$ cat src/rtl/obsidian_alu_pipe.sv
// obsidian_alu_pipe: valid/ready ALU with a one-cycle path for simple ops
// and a bit-serial shift-add multiplier that takes WIDTH cycles.
module obsidian_alu_pipe #(
  parameter int unsigned WIDTH = 32,
  parameter int unsigned SHW   = 5
) (
  input  logic             clk,
  input  logic             rst_n,
  input  logic             in_valid,
  output logic             in_ready,
  input  logic [WIDTH-1:0] a,
  input  logic [WIDTH-1:0] b,
  input  logic [3:0]       alu_control,
  input  logic [SHW-1:0]   shamt,
  output logic             out_valid,
  input  logic             out_ready,
  output logic [WIDTH-1:0] c,
  output logic             zero,
  output logic             carry,
  output logic             overflow,
  output logic             busy
);

  localparam logic [3:0] OP_ADD = 4'b0000;
  localparam logic [3:0] OP_SUB = 4'b0001;
  localparam logic [3:0] OP_OR  = 4'b0010;
  localparam logic [3:0] OP_XOR = 4'b0011;
  localparam logic [3:0] OP_SLL = 4'b0100;
  localparam logic [3:0] OP_SRL = 4'b0101;
  localparam logic [3:0] OP_SAL = 4'b0110;
  localparam logic [3:0] OP_SAR = 4'b0111;
  localparam logic [3:0] OP_AND = 4'b1000;
  localparam logic [3:0] OP_MUL = 4'b1001;

  typedef enum logic [1:0] {S_IDLE, S_MUL, S_DONE} state_t;

  state_t                 r_state;
  logic [WIDTH-1:0]       r_c;
  logic                   r_zero;
  logic                   r_carry;
  logic                   r_ovf;
  logic                   r_out_valid;
  logic                   r_busy;
  logic [2*WIDTH-1:0]     r_prod;
  logic [WIDTH-1:0]       r_mcand;
  logic [SHW-1:0]         r_cnt;

  logic                   w_accept;
  logic                   w_is_mul;
  logic [WIDTH:0]         w_sum;
  logic [WIDTH:0]         w_diff;
  logic [WIDTH:0]         w_shl;
  logic [WIDTH:0]         w_shr;
  logic [WIDTH:0]         w_sar;
  logic [WIDTH-1:0]       w_res;
  logic                   w_res_carry;
  logic                   w_res_ovf;
  logic [WIDTH:0]         w_mul_sum;
  logic [2*WIDTH-1:0]     w_prod_nxt;
  logic                   w_last;

  // Accept from IDLE, or from DONE when the current result leaves this edge
  assign in_ready  = (r_state == S_IDLE) || ((r_state == S_DONE) && out_ready);
  assign w_accept  = in_valid && in_ready;
  assign w_is_mul  = (alu_control == OP_MUL);

  assign out_valid = r_out_valid;
  assign c         = r_c;
  assign zero      = r_zero;
  assign carry     = r_carry;
  assign overflow  = r_ovf;
  assign busy      = r_busy;

  // Wide intermediates keep the carry / shifted-out bit at a fixed position
  assign w_sum  = {1'b0, a} + {1'b0, b};
  assign w_diff = {1'b0, a} - {1'b0, b};
  assign w_shl  = {1'b0, a} << shamt;
  assign w_shr  = {a, 1'b0} >> shamt;
  assign w_sar  = $signed({a, 1'b0}) >>> shamt;

  // Single-cycle result for every opcode except MUL
  always_comb begin
    w_res       = '0;
    w_res_carry = 1'b0;
    w_res_ovf   = 1'b0;
    case (alu_control)
      OP_ADD: begin
        w_res       = w_sum[WIDTH-1:0];
        w_res_carry = w_sum[WIDTH];
        w_res_ovf   = (a[WIDTH-1] == b[WIDTH-1]) && (w_sum[WIDTH-1] != a[WIDTH-1]);
      end
      OP_SUB: begin
        w_res       = w_diff[WIDTH-1:0];
        w_res_carry = w_diff[WIDTH];
        w_res_ovf   = (a[WIDTH-1] != b[WIDTH-1]) && (w_diff[WIDTH-1] != a[WIDTH-1]);
      end
      OP_OR:  w_res = a | b;
      OP_XOR: w_res = a ^ b;
      OP_AND: w_res = a & b;
      OP_SLL, OP_SAL: begin
        w_res       = w_shl[WIDTH-1:0];
        w_res_carry = w_shl[WIDTH];
      end
      OP_SRL: begin
        w_res       = w_shr[WIDTH:1];
        w_res_carry = w_shr[0];
      end
      OP_SAR: begin
        w_res       = w_sar[WIDTH:1];
        w_res_carry = w_sar[0];
      end
      default: begin
        w_res       = '0;
        w_res_carry = 1'b0;
        w_res_ovf   = 1'b0;
      end
    endcase
  end

  // One shift-add step: multiplier lives in the low half and shifts out as the product grows
  assign w_mul_sum  = {1'b0, r_prod[2*WIDTH-1:WIDTH]} + (r_prod[0] ? {1'b0, r_mcand} : '0);
  assign w_prod_nxt = {w_mul_sum, r_prod[WIDTH-1:1]};
  assign w_last     = (r_cnt == SHW'(WIDTH - 1));

  // Control FSM with registered result and flags
  always_ff @(posedge clk or negedge rst_n) begin
    if (!rst_n) begin
      r_state     <= S_IDLE;
      r_c         <= '0;
      r_zero      <= 1'b1;
      r_carry     <= 1'b0;
      r_ovf       <= 1'b0;
      r_out_valid <= 1'b0;
      r_busy      <= 1'b0;
      r_prod      <= '0;
      r_mcand     <= '0;
      r_cnt       <= '0;
    end else begin
      case (r_state)
        S_MUL: begin
          r_prod <= w_prod_nxt;
          r_cnt  <= r_cnt + SHW'(1);
          if (w_last) begin
            r_c         <= w_prod_nxt[WIDTH-1:0];
            r_zero      <= (w_prod_nxt[WIDTH-1:0] == '0);
            r_carry     <= |w_prod_nxt[2*WIDTH-1:WIDTH];
            r_ovf       <= 1'b0;
            r_out_valid <= 1'b1;
            r_busy      <= 1'b0;
            r_state     <= S_DONE;
          end
        end
        default: begin
          if ((r_state == S_DONE) && out_ready) begin
            r_out_valid <= 1'b0;
            r_state     <= S_IDLE;
          end
          if (w_accept) begin
            if (w_is_mul) begin
              r_prod      <= {{WIDTH{1'b0}}, b};
              r_mcand     <= a;
              r_cnt       <= '0;
              r_busy      <= 1'b1;
              r_out_valid <= 1'b0;
              r_state     <= S_MUL;
            end else begin
              r_c         <= w_res;
              r_zero      <= (w_res == '0);
              r_carry     <= w_res_carry;
              r_ovf       <= w_res_ovf;
              r_out_valid <= 1'b1;
              r_state     <= S_DONE;
            end
          end
        end
      endcase
    end
  end

endmodule

$ cat config.mk
export PLATFORM = sky130hd
export DESIGN_NAME = obsidian_alu_pipe
export DESIGN_NICKNAME = d
export VERILOG_FILES = /design/src/rtl/obsidian_alu_pipe.sv
export SDC_FILE = /design/constraint.sdc
export NUM_CORES = 1
export LEC_CHECK = 0
export BUFFER_PORTS_ARGS = -buffer_cell sky130_fd_sc_hd__buf_2
export CORE_MARGIN = 2
export CORE_UTILIZATION = 31
export DETAILED_ROUTE_END_ITERATION = 16
export PLACE_DENSITY_LB_ADDON = 0.08
export SLEW_MARGIN = 10
export SYNTH_ARGS = -nofsm -noshare
export SYNTH_HDL_FRONTEND = slang
export SYNTH_SLANG_ARGS = --single-unit
$ cat constraint.sdc
create_clock -name clk -period 5.86 [get_ports clk]
set_input_delay 0 -clock clk [delete_from_list [all_inputs] [get_ports clk]]
set_output_delay 0 -clock clk [all_outputs]
set_load 0.02 [all_outputs]
Yosys cells after proc, flatten, opt, wreduce, memory -nomap -nowiden
Index checks and enable logic that the tools add are counted.
{ "word_totals": {"regBits": 140, "latch_bits": 0, "ram_bits": 0, "romBits": 0, "input_bits": 77, "out_inout_bits": 38, "elab_cells": 97, "mem_count": 0} }
{ "op_classes": {"addsub": 4, "mul": 0, "n_div": 0, "order_cmp": 0, "eq_ne": 18, "n_shift": 3, "mux": 39, "n_bitwise": 4, "reduce_logical": 19} }
{ "ops": {"columns": ["cell", "count"], "rows": [
  ["$pmux 32 s8", 1],
  ["$mux 64", 3],
  ["$mux 32", 5],
  ["$add 32x32->33", 2],
  ["$logic_not 32->1", 2],
  ["$shl 32x5->33", 1],
  ["$shr 33x5->33", 1],
  ["$sshr 33x5->33", 1],
  ["$sub 32x32->33", 1],
  ["$and 32x32->32", 1],
  ["$or 32x32->32", 1],
  ["$reduce_or 32->1", 1],
  ["$xor 32x32->32", 1],
  ["$mux 1", 20],
  ["$eq 4x3->1 const B", 4],
  ["$mux 5", 3],
  ["$mux 2", 5],
  ["$reduce_and 3->1", 3],
  ["$eq 4x2->1 const B", 2],
  ["$eq 4x4->1 const B", 2],
  ["$add 5x1->5 const B", 1],
  ["$eq 5x5->1 const B", 1],
  ["$pmux 1 s5", 1],
  ["$eq 4x1->1 const B", 1],
  ["other kinds (16)", 23]
]} }

Logic depth before layout (Yosys ltp)
{ "logic_depth": {"ltp_word": 7, "depth_mapped": 17, "depth_no_buf": 16} }

Least setup slack after synthesis
Ideal clock, no wire load.
{ "synth_path": {"path_type": "flip-flop to flip-flop", "startpoint": "reg r_prod[0]", "endpoint": "reg r_carry, in the netlist carry", "setup_time_ns": 0.124, "t_arrival_ns": 3.858, "t_required_ns": 5.736, "path_slack_ns": 1.878, "stages_incl_launch_ff": 18, "n_path_buf": 1, "period_less_slack_ns": 3.982, "cell_sequence": "dfrtp_1 -> clkbuf_1 -> and2_1 -> ha_1 -> inv_1 -> fa_1 -> nand2b_1 -> a21oi_1 -> o211ai_1 -> nand3b_4 -> a21oi_4 -> o21ai_0 -> mux2i_1 -> nand3_1 -> or4_1 -> nor4_1 -> nand3_1 -> a211o_1"} }
{ "synth_via": {"elab_chain_cells": 5} }
{ "synth_lines": {"columns": ["element", "line_no", "source"], "rows": [
  ["from (decl)", "44", "logic [2*WIDTH-1:0] r_prod;"],
  ["from (signal assigned)", "141", "r_prod <= w_prod_nxt;"],
  ["from (signal assigned)", "160", "r_prod <= {{WIDTH{1'b0}}, b};"],
  ["$mux 32", "121", "assign w_mul_sum = {1'b0, r_prod[2*WIDTH-1:WIDTH]} + (r_prod[0] ? {1'b0, r_mcand} : '0);"],
  ["$add 32x32->33", "121", null],
  ["$reduce_or 32->1", "146", "r_carry <= |w_prod_nxt[2*WIDTH-1:WIDTH];"],
  ["$mux 1", "143", "if (w_last) begin"],
  ["$mux 1", "139", "case (r_state)"],
  ["to (signal assigned)", "146", null],
  ["to (signal assigned)", "169", "r_carry <= w_res_carry;"],
  ["to (decl)", "40", "logic r_carry;"]
]} }
Every way passes these cells. The select of a mux whose other input is x is not followed.
A chain may end at the register's enable or synchronous reset.

Worst setup path after layout
Same ends and word-level chain as after synthesis.

==> results by group <==
Logic synthesis
  • Post-Synth XOR/XNOR Area: 1.76%
  • Synthesized-area fraction occupied by adder cells: 10.6%
  • Post-Synthesis Net Count: roughly 2400
  • Syn Inst Count: 2186
  • Dominant synthesized flop cell: dfrtp_1
  • Post-synthesis mux area share: 11.1%
  • Post-synthesis cell area: 16900 um^2
  • Synth warnings: 0
  • Compound-gate portion of the synthesized area: 28.4%
  • Simple-Gate Fraction of Synth Area: 21.1%
  • Yosys reg bits: between 100 and 150
  • Synth top area cells: dfrtp_1, ha_1, mux4_2
  • Sequential fraction of the synthesis area: 20.5%
  • Async S/R FF share, synth: between 90% and 100%
  • EDFF count, synth: 0
  • Avg Cell Area, Syn: roughly 7.8 um^2
  • Main combinational cell family by area after synthesis: compound AO/OA/AOI/OAI gates
  • Synth top area share: 20.4%
  • Cell variety after synth: 91
  • Leading area contributor after synthesis: dfrtp_1

Detailed routing
  • Routed wire length per instance: 30.8 um
  • DRT antenna net count: 0
  • Vias: 18600
  • Vias per cell: 6.25
  • WL final: 91600 um
  • Drt drc: 0
  • Initial drt markers: 2190
  • 1st-pass router iterations: 6

Critical path
  • Worst EP arrival: 5040 ps
  • Setup CP Type: register to register
  • CP max FO: 4
  • Flop-to-flop setup slack: approximately 1200 ps
  • CP required: 6220 ps
  • Slowest CP cell: or4_1
  • Setup crit start kind: register
  • R2R Path End: carry
  • Worst setup path end: carry
  • Slowest stage delay, CP: roughly 550 ps
  • Most frequent CP cell: nand3_1
  • FF-to-FF Start: r_prod[0]
  • Critical Path Sink Type: register
  • CP startpoint: r_prod[0]
  • Cells along the critical path: and2_1 -> ha_1 -> inv_1 -> fa_1 -> nand2b_1 -> a21oi_1 -> o211ai_1 -> nand3b_4 -> a21oi_4 -> o21ai_0 -> mux2i_1 -> nand3_1 -> or4_1 -> nor4_1 -> nand3_1 -> a211o_1
  • Worst reg-to-reg path cell count: 16

Global routing
  • Remaining Overflow, GRT: 0
  • Global-route wire length before repair: 131000 um
  • Vias in the first global route: 17700
  • Pin count of the biggest net entering global routing: 103
  • All-layer global routing usage: 32.2%
  • Initial antenna violation count: 10

Timing
  • Final Hold Viols: 0
  • Max_slew headroom: 24.7%
  • RSZ-0062 raised after global routing: no
  • Clock Skew: 11.1 ps
  • # setup viols final: 0
  • Final period utilization: 79.8%
  • Peak Freq: 214 MHz
  • Setup TNS: 0 ps
  • Worst Max-Slew Pin Slew: around 1100 ps
  • Setup slack after layout: between 1000 and 1500 ps
  • Post-layout min period: between 4000 and 5000 ps
  • Max Slew Vio Count: 0

Clocking
  • Clock latency at the later pin of the worst-skew pair: ~470 ps
  • Root Buffer: clkbuf_16
  • TritonCTS buffer count: 17
  • H-tree lvl count: 4
  • CTS tree: built
  • Post-CTS sizing: 0
  • Reg clk slew, reported paths: 70 ps
  • Clock buffer depth: 2
  • CTS sink count: ~140

Die
  • Row cnt: 85
  • Boundary pin count: ~120
  • Initial core utilization: 31.4%
  • Die area: 56600 um^2
  • Core Region: 53900 um^2
  • Die X-Extent: 238 um
  • Chip height: 238 um

Place
  • GPL Wtd Cong: 1.06
  • Area after DPL: 18200 um^2
  • Detailed placer's ending HPWL: just over 70000 um
  • Port buffer count: 114
  • Cells after DPL: 2900
  • Dpl ws: 1100 ps

Cells and area
  • Reg area: between 3000 and 4000 um^2
  • Area growth syn-to-layout: 13.2%
  • Post-route insts no fill: about 3000
  • Final nets: 2482
  • Finished Cell Area: 19200 um^2
  • Multi-input logic area: around 12000 um^2
  • Share of layout cells above drive strength 1: approximately 14%
  • Filler cells: 5765

Power
  • Leakage: 8.60 nW
  • Power per cell area: ~270 nW/um^2
  • VDD IR max: between 0.2 and 0.25 mV

Run status
  • Status: finished, final reports clean

Hold path
  • Min-Delay Path Class: primary input to register

Flow run
  • Max-capacitance violation count: 0
cells in the final DEF (no fill, tap or decap), types with 56 or more instances in the layout:
cell type,instances
a22oi_1,63
buf_4,59
a21oi_1,127
inv_1,118
ha_1,139
nor3_1,56
nand2_1,295
dfrtp_1,138
nor2_1,141
o21ai_0,187
buf_2,111
nand3_1,77
critical path, delay by kind of cell, from the launching register on:
family                     cells  cell delay (ps)
DFF                            1              350
and+or+nand+nor                7             1890
muxes                          1              240
buffers and inverters          1               70
adders and majority gates      2              630
AOI/OAI and AO/OA              5             1380
through the flow:
step           power [mW]  hold slack (ps)  utilization [%]
2_1_floorplan        3.11             -296                -
3_3_place_gp         4.14             95.2             33.8
3_5_place_dp         4.13             98.7             33.8
4_1_cts              5.20             2.57             35.6
5_1_grt              5.53             6.80             35.6
6_report             5.19             20.2             35.6
how the worst min path moves through the flow:
stage,from,end,slack (ps),depth (start not counted)
finish,b[0],r_prod[0],20,3
global route,a[2],r_mcand[2],7,3
CTS,a[2],r_mcand[2],3,3
detailed placement,rst_n,r_prod[35],100,1
global placement,rst_n,r_prod[35],100,1
floorplan,rst_n,busy,-300,0
registers in the layout, summed over array words and instances, names as in the netlist:
signal    count
r_prod       64
carry         1
r_mcand      32
r_state       2
zero          1
busy          1
r_cnt         5
c            32
overflow      1
cell families (layout without fill, tap and decap cells):
group | after synthesis | after routing
and+or+nand+nor | 760 | 760
AOI/OAI and AO/OA | 716 | 716
buffers and inverters | 274 | 364
adders and majority gates | 142 | 142
DFF | 139 | 139
muxes | 121 | 121
xor gates and xnor gates | 34 | 34
other | 0 | 3
layout make-up:
type                       count  share of cell area (%)
tap                          696                    4.54
sequential                   139                    18.1
inverter                     121                    2.37
multi-input combinational   1773                    64.8
antenna                        3                  0.0391
timing repair buffer         211                    7.35
clock inverter                12                   0.463
clock buffer                  20                    2.33
Yosys cell counts, types with 14 or more instances:
cell type	instances
inv_1	118
o22ai_1	24
a211oi_1	36
a22oi_1	63
ha_1	139
o31ai_1	17
nor4_1	31
mux2i_1	47
mux4_2	51
a31oi_1	19
nand3_1	78
nor3_1	57
clkbuf_1	110
and3_1	16
nand2_1	295
xnor2_1	20
dfrtp_1	138
buf_2	20
o21ai_0	187
a221oi_1	26
nand2b_1	17
o211ai_1	26
nor2b_1	21
and2_1	41
xor2_1	14
mux2_2	23
a21oi_1	127
o221ai_1	15
nor2_1	145
a21o_1	30
o21bai_1	16
timing repair:
action                    in CTS  in global routing
hold endpoints to repair     115                  0
setup buffers                  0                  0
hold buffers                  40                  0
per-layer routing:
layer	vias up	track usage, %	share of wire [%]
li1	8282	-	-
met2	906	49.7	44
met3	196	6.73	7.7
met4	6	19.0	6.6
met1	9208	41.4	41
met5	-	0.433	0.053
power breakdown:
part           internal, mW  switching [mW]  leakage (nW)
Sequential             1.30           0.283          1.82
Clock                 0.553           0.460         0.254
Combinational         0.868            1.73          6.53
Total                  2.72            2.47          8.60
No activity file was read; power rests on OpenSTA's default activity.
